### src/rtl/fwd_pkg.sv
// Shared types and constants for the forwarding / hazard controller.
package fwd_pkg;

  localparam int unsigned REG_ADDR_W = 5;

  // Forwarding select encodings: 0 = register file, k = result held in stage k
  localparam int unsigned FWD_REGFILE = 0;
  localparam int unsigned FWD_EXE     = 1;
  localparam int unsigned FWD_MEM     = 2;
  localparam int unsigned FWD_WB      = 3;

  typedef enum logic [1:0] {
    RUN,
    LU_STALL,
    MEM_WAIT
  } state_t;

  // Destination info of one in-flight instruction
  typedef struct packed {
    logic                  valid;
    logic                  regwrite;
    logic                  is_load;
    logic [REG_ADDR_W-1:0] rd;
  } sb_entry_t;

endpackage

### src/rtl/fwd_hazard_ctrl_if.sv
// ID-side bundle between the pipeline (master) and the hazard controller (slave).
interface fwd_hazard_ctrl_if #(
  parameter int unsigned NUM_SRC = 2,
  parameter int unsigned ADDR_W  = 5,
  parameter int unsigned SEL_W   = 2
);

  logic                      id_valid;
  logic [NUM_SRC*ADDR_W-1:0] id_rs_addr;
  logic [NUM_SRC-1:0]        id_rs_used;
  logic [ADDR_W-1:0]         id_rd_addr;
  logic                      id_regwrite;
  logic                      id_is_load;
  logic                      flush;
  logic                      dmem_wait;
  logic [NUM_SRC*SEL_W-1:0]  fwd_sel;
  logic                      stall_id;
  logic                      bubble_exe;
  logic                      freeze_all;

  modport master (
    output id_valid, id_rs_addr, id_rs_used, id_rd_addr, id_regwrite, id_is_load,
           flush, dmem_wait,
    input  fwd_sel, stall_id, bubble_exe, freeze_all
  );

  modport slave (
    input  id_valid, id_rs_addr, id_rs_used, id_rd_addr, id_regwrite, id_is_load,
           flush, dmem_wait,
    output fwd_sel, stall_id, bubble_exe, freeze_all
  );

endinterface

### src/rtl/fwd_match_src.sv
// Per-source operand matcher: priority-encodes the youngest producing stage.
// FWD_WB_BYPASS_EN: when defined, the last (WB) stage may also be forwarded from.
module fwd_match_src
  import fwd_pkg::*;
#(
  parameter int unsigned NUM_STAGES = 3,
  parameter int unsigned ADDR_W     = 5,
  parameter int unsigned SEL_W      = 2
) (
  input  logic [ADDR_W-1:0]        rs_addr,
  input  logic                     rs_used,
  input  sb_entry_t [NUM_STAGES:1] stg,
  output logic [SEL_W-1:0]         sel_c,
  output logic                     load_hit_c
);

`ifdef FWD_WB_BYPASS_EN
  localparam int unsigned MATCH_DEPTH = NUM_STAGES;
`else
  // WB excluded: the register file writes through, so WB results are read directly
  localparam int unsigned MATCH_DEPTH = NUM_STAGES - 1;
`endif

  logic [NUM_STAGES:1] match;
  logic                unused_stg;

  // Some entry fields (e.g. is_load beyond EXE) are not needed for matching
  assign unused_stg = ^stg;

  // Match per stage; x0 is hard-wired zero and never produces a hazard
  always_comb begin
    match = '0;
    for (int unsigned k = 1; k <= MATCH_DEPTH; k++) begin
      match[k] = rs_used && stg[k].valid && stg[k].regwrite
                 && (stg[k].rd != '0) && (stg[k].rd == REG_ADDR_W'(rs_addr));
    end
  end

  // Youngest producer (lowest stage index) wins
  always_comb begin
    sel_c      = SEL_W'(FWD_REGFILE);
    load_hit_c = 1'b0;
    for (int unsigned k = MATCH_DEPTH; k >= 1; k--) begin
      if (match[k]) sel_c = SEL_W'(k);
    end
    load_hit_c = match[1] && stg[1].is_load;
  end

endmodule

### src/rtl/fwd_hazard_ctrl.sv
// Forwarding and hazard controller beside ID: operand selects, load-use stall,
// and global freeze while data memory waits.
// FWD_WB_BYPASS_EN: when defined, forwarding from the WB stage is enabled.
module fwd_hazard_ctrl
  import fwd_pkg::*;
#(
  parameter int unsigned NUM_SRC    = 2,
  parameter int unsigned NUM_STAGES = 3,
  parameter int unsigned ADDR_W     = 5,
  parameter int unsigned SEL_W      = 2
) (
  input logic             clk,
  input logic             rst_n,
  fwd_hazard_ctrl_if.slave bus
);

  sb_entry_t [NUM_STAGES:1] stg;
  logic [NUM_SRC-1:0]       src_load_hit;
  logic [NUM_SRC*SEL_W-1:0] fwd_sel_c;
  logic                     lu_hit;
  state_t                   state;
  state_t                   state_next;
  logic                     stall_id_c;
  logic                     bubble_exe_c;
  logic                     freeze_all_c;

  // One matcher per source operand
  for (genvar i = 0; i < NUM_SRC; i++) begin : g_src
    fwd_match_src #(
      .NUM_STAGES (NUM_STAGES),
      .ADDR_W     (ADDR_W),
      .SEL_W      (SEL_W)
    ) u_match (
      .rs_addr    (bus.id_rs_addr[i*ADDR_W +: ADDR_W]),
      .rs_used    (bus.id_rs_used[i]),
      .stg        (stg),
      .sel_c      (fwd_sel_c[i*SEL_W +: SEL_W]),
      .load_hit_c (src_load_hit[i])
    );
  end

  assign lu_hit = |src_load_hit;

  // Stage scoreboard: shifts each unfrozen cycle, a bubble enters on stall/flush
  always_ff @(posedge clk or negedge rst_n) begin
    if (!rst_n) begin
      stg <= '0;
    end else if (!bus.dmem_wait) begin
      for (int unsigned k = NUM_STAGES; k >= 2; k--) begin
        stg[k] <= stg[k-1];
      end
      if (bus.id_valid && !bus.flush && !lu_hit) begin
        stg[1] <= '{valid:    1'b1,
                    regwrite: bus.id_regwrite,
                    is_load:  bus.id_is_load,
                    rd:       REG_ADDR_W'(bus.id_rd_addr)};
      end else begin
        stg[1] <= '0;
      end
    end
  end

  // FSM state register
  always_ff @(posedge clk or negedge rst_n) begin
    if (!rst_n) state <= RUN;
    else        state <= state_next;
  end

  // Next state and stall controls; every state re-evaluates hazards against the
  // current scoreboard, the state only records why the pipeline is held
  always_comb begin
    state_next   = state;
    stall_id_c   = 1'b0;
    bubble_exe_c = 1'b0;
    freeze_all_c = 1'b0;
    if (bus.dmem_wait) begin
      state_next   = MEM_WAIT;
      freeze_all_c = 1'b1;
      stall_id_c   = 1'b1;
    end else begin
      state_next = RUN;
      if (lu_hit) begin
        bubble_exe_c = 1'b1;
        if (!bus.flush) begin
          stall_id_c = 1'b1;
          state_next = LU_STALL;
        end
      end
    end
  end

  assign bus.fwd_sel    = fwd_sel_c;
  assign bus.stall_id   = stall_id_c;
  assign bus.bubble_exe = bubble_exe_c;
  assign bus.freeze_all = freeze_all_c;

endmodule

### src/flat_wrapper.sv
// flat-port wrapper written by rule: the top's interface ports become plain ports
module fwd_hazard_ctrl_flat import fwd_pkg::*;
#(
  parameter int unsigned NUM_SRC    = 2,
  parameter int unsigned NUM_STAGES = 3,
  parameter int unsigned ADDR_W     = 5,
  parameter int unsigned SEL_W      = 2
)
  (clk, rst_n, bus_id_valid, bus_id_rs_addr, bus_id_rs_used, bus_id_rd_addr, bus_id_regwrite, bus_id_is_load, bus_flush, bus_dmem_wait, bus_fwd_sel, bus_stall_id, bus_bubble_exe, bus_freeze_all);
  fwd_hazard_ctrl_if #(.NUM_SRC(NUM_SRC), .ADDR_W(ADDR_W), .SEL_W(SEL_W)) bus_i ();
  input logic clk;
  input logic rst_n;
  input wire logic [$bits(bus_i.id_valid)-1:0] bus_id_valid;
  input wire logic [$bits(bus_i.id_rs_addr)-1:0] bus_id_rs_addr;
  input wire logic [$bits(bus_i.id_rs_used)-1:0] bus_id_rs_used;
  input wire logic [$bits(bus_i.id_rd_addr)-1:0] bus_id_rd_addr;
  input wire logic [$bits(bus_i.id_regwrite)-1:0] bus_id_regwrite;
  input wire logic [$bits(bus_i.id_is_load)-1:0] bus_id_is_load;
  input wire logic [$bits(bus_i.flush)-1:0] bus_flush;
  input wire logic [$bits(bus_i.dmem_wait)-1:0] bus_dmem_wait;
  output wire logic [$bits(bus_i.fwd_sel)-1:0] bus_fwd_sel;
  output wire logic [$bits(bus_i.stall_id)-1:0] bus_stall_id;
  output wire logic [$bits(bus_i.bubble_exe)-1:0] bus_bubble_exe;
  output wire logic [$bits(bus_i.freeze_all)-1:0] bus_freeze_all;
  assign bus_i.id_valid = bus_id_valid;
  assign bus_i.id_rs_addr = bus_id_rs_addr;
  assign bus_i.id_rs_used = bus_id_rs_used;
  assign bus_i.id_rd_addr = bus_id_rd_addr;
  assign bus_i.id_regwrite = bus_id_regwrite;
  assign bus_i.id_is_load = bus_id_is_load;
  assign bus_i.flush = bus_flush;
  assign bus_i.dmem_wait = bus_dmem_wait;
  assign bus_fwd_sel = bus_i.fwd_sel;
  assign bus_stall_id = bus_i.stall_id;
  assign bus_bubble_exe = bus_i.bubble_exe;
  assign bus_freeze_all = bus_i.freeze_all;
  fwd_hazard_ctrl #(.NUM_SRC(NUM_SRC), .NUM_STAGES(NUM_STAGES), .ADDR_W(ADDR_W), .SEL_W(SEL_W)) u_core (.clk(clk), .rst_n(rst_n), .bus(bus_i));
endmodule
### config.mk
export PLATFORM = sky130hd
export DESIGN_NAME = fwd_hazard_ctrl_flat
export DESIGN_NICKNAME = d
export VERILOG_FILES = /design/src/rtl/fwd_pkg.sv /design/src/rtl/fwd_hazard_ctrl_if.sv /design/src/rtl/fwd_match_src.sv /design/src/rtl/fwd_hazard_ctrl.sv /design/src/flat_wrapper.sv
export SDC_FILE = /design/constraint.sdc
export NUM_CORES = 1
export LEC_CHECK = 0
export BUFFER_PORTS_ARGS = -buffer_cell sky130_fd_sc_hd__buf_2
export CORE_UTILIZATION = 48
export DETAILED_ROUTE_END_ITERATION = 12
export GPL_TIMING_DRIVEN = 0
export PLACE_DENSITY = 0.75
export SLEW_MARGIN = 20
export SYNTH_ARGS = -nofsm -noshare
export SYNTH_HDL_FRONTEND = slang
export SYNTH_SLANG_ARGS = --single-unit
### constraint.sdc
create_clock -name clk -period 2.5 [get_ports clk]
set_input_delay 0.5 -clock clk [delete_from_list [all_inputs] [get_ports clk]]
set_output_delay 0.5 -clock clk [all_outputs]
set_load 0.1 [all_outputs]
# Yosys cells after proc, flatten, opt, wreduce, memory -nomap -nowiden
# Index checks and enable logic that the tools add are counted.
op_classes:
  n_eq_ne: 4
  muxes: 11
  reduce_logical: 25
ops:
  columns: ["op", "count"]
  rows:
  - ["5-bit == test", 4]
  - ["1-bit logical AND", 20]
  - ["5-bit nonzero test", 2]
  - ["2-bit 2-to-1 mux", 4]
  - ["8-bit 2-to-1 mux", 1]
  - ["1-bit 2-to-1 mux", 6]
  - ["1-bit zero test", 2]
  - ["2-bit OR reduction", 1]
totals:
  ff_bits: 15
  out_inout_bits: 7
  elab_cells: 47

# Longest topological paths before layout
logic_depth:
  depth_word: 9
  depth_mapped: 5
  depth_no_buf: 5

# Hierarchy
# From an unflattened synthesis, not the netlist that was laid out.
hier_totals:
  cells_unflattened: 107
  hier_area_um2: 1320.0
modules_own_cells:
  columns: ["mod", "instances", "cells_per_inst", "area_each_um2", "seq_area_each_um2"]
  rows:
  - ["fwd_hazard_ctrl", 1, 65, 979.7, 600.6]
  - ["fwd_match_src", 2, 21, 170.2, 0.0]

# Worst setup path before layout
# No wires, ideal clock.
synth_path:
  path_type: "register to output"
  startpoint: "reg, netlist name u_core.stg[1]"
  endpoint: "out bus_fwd_sel[1]"
  arrival_ns: 3.813
  path_slack_ns: -1.813
  path_stages_with_launch: 5
  n_path_buf: 0
  cell_sequence: "dfrtp_1 -> or4_1 -> o211ai_2 -> nor2_1 -> nor3_1"
synth_between:
  elab_chain_cells: 4
  word_cells_on_any_way: 5
  classes_between: "1 x eq/ne; 1 x mux; 3 x reduce/logical"
synth_lines:
  columns: ["item", "line_no", "text"]
  rows:
  - ["5-bit nonzero test", "fwd_match_src.sv:35", "&& (stg[k].rd != '0) && (stg[k].rd == REG_ADDR_W'(rs_addr));"]
  - ["1-bit logical AND", "fwd_match_src.sv:35", null]
  - ["1-bit logical AND *", "fwd_match_src.sv:35", null]
  - ["2-bit 2-to-1 mux *", "fwd_match_src.sv:44", "if (match[k]) sel_c = SEL_W'(k);"]
  - ["to (decl)", "flat_wrapper.sv:21", "output wire logic [$bits(bus_i.fwd_sel)-1:0] bus_fwd_sel;"]
# Mark *: on every way between the ends. The rest lies on a longest branch, timed or not.

# Worst setup path in the final report
layout_path:
  startpoint: "reg, netlist name u_core.stg[1]"
  endpoint: "out bus_bubble_exe"
layout_between:
  elab_chain_cells: 7
  word_cells_on_any_way: 12
  classes_between: "2 x eq/ne; 2 x mux; 8 x reduce/logical"
layout_lines:
  columns: ["item", "line_no", "text"]
  rows:
  - ["5-bit nonzero test", "fwd_match_src.sv:35", null]
  - ["1-bit logical AND (2 in series)", "fwd_match_src.sv:35", null]
  - ["1-bit logical AND", "fwd_match_src.sv:46", "load_hit_c = match[1] && stg[1].is_load;"]
  - ["2-bit OR reduction *", "fwd_hazard_ctrl.sv:42", "assign lu_hit = |src_load_hit;"]
  - ["1-bit 2-to-1 mux *", "fwd_hazard_ctrl.sv:82", "if (lu_hit) begin"]
  - ["1-bit 2-to-1 mux *", "fwd_hazard_ctrl.sv:76", "if (bus.dmem_wait) begin"]
  - ["to (decl)", "flat_wrapper.sv:23", "output wire logic [$bits(bus_i.bubble_exe)-1:0] bus_bubble_exe;"]
# Marked as above.

==> results by group <==
Status
  – Status: finished, violations left
  – Failing checks: negative setup slack

Synthesis
  – Post-synth net total: 115
  – Number of synthesized register bits: 15
  – Post-synth top area cell: dfrtp_1
  – Post-synthesis cell count: 91
  – Post-synth cell types: 22
  – Post-synth top area share: 0.418
  – Yosys warnings: 0
  – Post-synthesis area per instance: 9.86 um^2
  – Register area share after synthesis: 0.418
  – Largest cells by area after synthesis: dfrtp_1, xor2_1, mux2_2
  – Post-Synthesis Cell Area: 897 um^2

Placement
  – Input/output buffers: 29
  – HPWL after detailed placement: 1.46 mm
  – Placed cells: 145
  – Placer Congestion: 0.730
  – Dpl cell area: 0.00113 mm^2

Layout
  – Multi-input logic area: 586 um^2
  – Antenna cell count: 0
  – Final non-filler cell total: 155
  – Area growth from synthesis to layout: 47.8%
  – Fin area: 0.00133 mm^2
  – Regs by FF count: u_core.stg (15)
  – Largest register FFs: 15
  – Top reg by flops: u_core.stg
  – Final Util: 0.760
  – Nets: 155
  – Fill cell count: 124
  – Register area: 382 um^2
  – Fraction of layout cells with a size suffix above 1: 0.508

Routing
  – DRC: 0
  – Vias post-DR: 760
  – Routed WL per cell: 12.9 um
  – WL final: 2.01 mm
  – Vias per cell: 4.90
  – Post-route ant nets: 0
  – DR pass1 iterations: 4
  – Initial drt markers: 16

STA
  – Slew Limit Fails: 0
  – Post-layout min period: 2.63 ns
  – Setup Viol. Count Final: 4
  – Period utilization: 1.05
  – RSZ-0062 raised after global routing: true
  – Hold slack: 0.109 ns
  – Post-route setup slack: -0.131 ns
  – Setup TNS: -0.329 ns
  – Worst-Margin Slew: 0.814 ns
  – Worst rel slew slack: 0.456
  – Highest clock rate: 0.380 GHz
  – Clock skew: 0.00137 ns
  – Final Hold Viols: 0

Setup path
  – Critical path required time: 2.00 ns
  – Capturing element type of the critical path: output port
  – CP startpoint: u_core.stg[1]$_DFFE_PN0N_
  – CP Max Fanout: 5
  – RR Endpoint: u_core.stg[6]$_DFFE_PN0N_
  – R2R depth: 6
  – CP Data Arrival Time: 2.13 ns
  – Worst reg-to-reg setup slack: 0.65 ns
  – RR Startpoint: u_core.stg[1]$_DFFE_PN0N_
  – Setup CP Type: reg -> out
  – Startpoint Class: flip-flop
  – CP max-delay cell: dfrtp_2
  – Worst-path cell chain: xor2_2 -> nor4_2 -> nand3_2 -> a211oi_4 -> nor2b_4 -> buf_12
  – Largest stage delay, worst path: 0.47 ns

CTS
  – Bufs on Longest Clock Path: 2
  – Clk_lat worst skew: 0.27 ns
  – Num CTS Buffers: 3
  – Root buf cell: clkbuf_4
  – Hold Buf Count CTS: 0
  – H-tree depth: 1
  – Clock sink total: 15
  – Clk slew on worst S/H paths: 0.09 ns
  – TritonCTS clock tree: yes

Pwr
  – Peak supply drop: 0.308 mV
  – Pwr dens: 408 mW/mm^2
  – Leakage: 0.583 nW

Global routing
  – Tot GR Track Use: 0.219
  – Antenna violations before repair: 0
  – Total congestion overflow: 0
  – First-pass GRT wire length: 3.12 mm
  – Largest net degree at the start of global routing: 16
  – Vias in the first global route: 724

Min path
  – Worst min path class: in -> async

Die
  – DIE AREA: 0.00205 mm^2
  – IO Pins: 31
  – Die height: 45.2 um
  – Die width: 45.2 um
  – CORE AREA: 0.00175 mm^2
  – Num rows: 15
  – Starting Density: 0.514

Job
  – MaxCap Viol Count: 0
[kinds of logic (layout without fill, tap and decap cells)]
group / after synthesis / count (layout) / share of synthesized area
simple gates: 31 / 31 / 0.172
mux: 7 / 7 / 0.0879
flops: 15 / 15 / 0.418
xor+xnor: 20 / 20 / 0.195
compound gates: 12 / 12 / 0.0976
buf+inv: 6 / 45 / 0.0293
[cell usage in the layout (no fill, tap or decap), types with 3 or more instances in the layout]
cell type,instances
dfrtp_1,10
buf_12,5
o21ai_0,6
buf_2,23
nand2_1,15
clkbuf_1,3
buf_4,7
clkbuf_4,3
xor2_1,14
inv_1,3
mux2_2,7
dfrtp_2,5
xnor2_1,4
[Yosys cell counts (all sizes together)]
cell / number
o21ai: 8
or4: 2
dfrtp: 15
nand2: 15
nor3: 2
nor3b: 1
nand3: 4
buf: 1
inv: 3
clkbuf: 2
nor2b: 1
nor4: 4
xor2: 16
mux2: 7
xnor2: 4
a211oi: 1
a21o: 1
nor2: 2
o211ai: 2
[worst max-delay path by stage]
stage	to	slack (ns)	depth (start not counted)
6_report	bus_bubble_exe	-0.13	6
2_1_floorplan	bus_fwd_sel[1]	-0.24	4
5_1_grt	bus_bubble_exe	-0.25	6
3_3_place_gp	bus_bubble_exe	-0.48	7
3_5_place_dp	bus_bubble_exe	-0.49	7
4_1_cts	bus_bubble_exe	-0.13	6
[stage by stage]
stage                     setup slack (ns)  power, W
after detailed placement            -0.490  0.000399
after floorplan                     -0.238  0.000355
after global routing                -0.248  0.000567
after CTS                           -0.126  0.000539
final                               -0.131  0.000541
after global placement              -0.482  0.000394
[routing by layer]
metal | wire (um) | vias to the layer above | global-route usage
li1 | - | 385 | -
met1 | 862 | 342 | 0.265
met2 | 1010 | 31 | 0.394
met3 | 115 | 2 | 0.0320
met4 | 13 | 0 | 0.0727
met5 | 0 | - | 0
[worst max-delay path, delay by kind of cell, from the launching register on]
| family | cells | cell delay [ns] |
|---|---|---|
| XOR/XNOR | 1 | 0.17 |
| AND/OR/NAND/NOR | 3 | 0.69 |
| AO/OA/AOI/OAI | 1 | 0.35 |
| flip-flops | 1 | 0.47 |
| buffers and inverters | 1 | 0.18 |
[where the power goes]
group          leakage (nW)  internal [W]  switching (W)
clock                0.0150     0.0000617      0.0000718
sequential            0.194      0.000260      0.0000207
combinational         0.374     0.0000589      0.0000675
[repair_timing]
action,4_1_cts,5_1_grt
endpoints found under the hold margin,0,0
buffers inserted,6,0
endpoints found under the setup margin,6,6
resized for setup,27,6
pin swaps,8,8
[layout make-up]
type / instances / area share
tap: 25 / 0.0236
clock buffer: 4 / 0.0198
timing repair buffer: 35 / 0.208
multi-input combinational: 70 / 0.442
sequential: 15 / 0.288
inverter: 3 / 0.00849
buffer: 3 / 0.0113
Note: power is estimated with default switching activity, not from simulation.
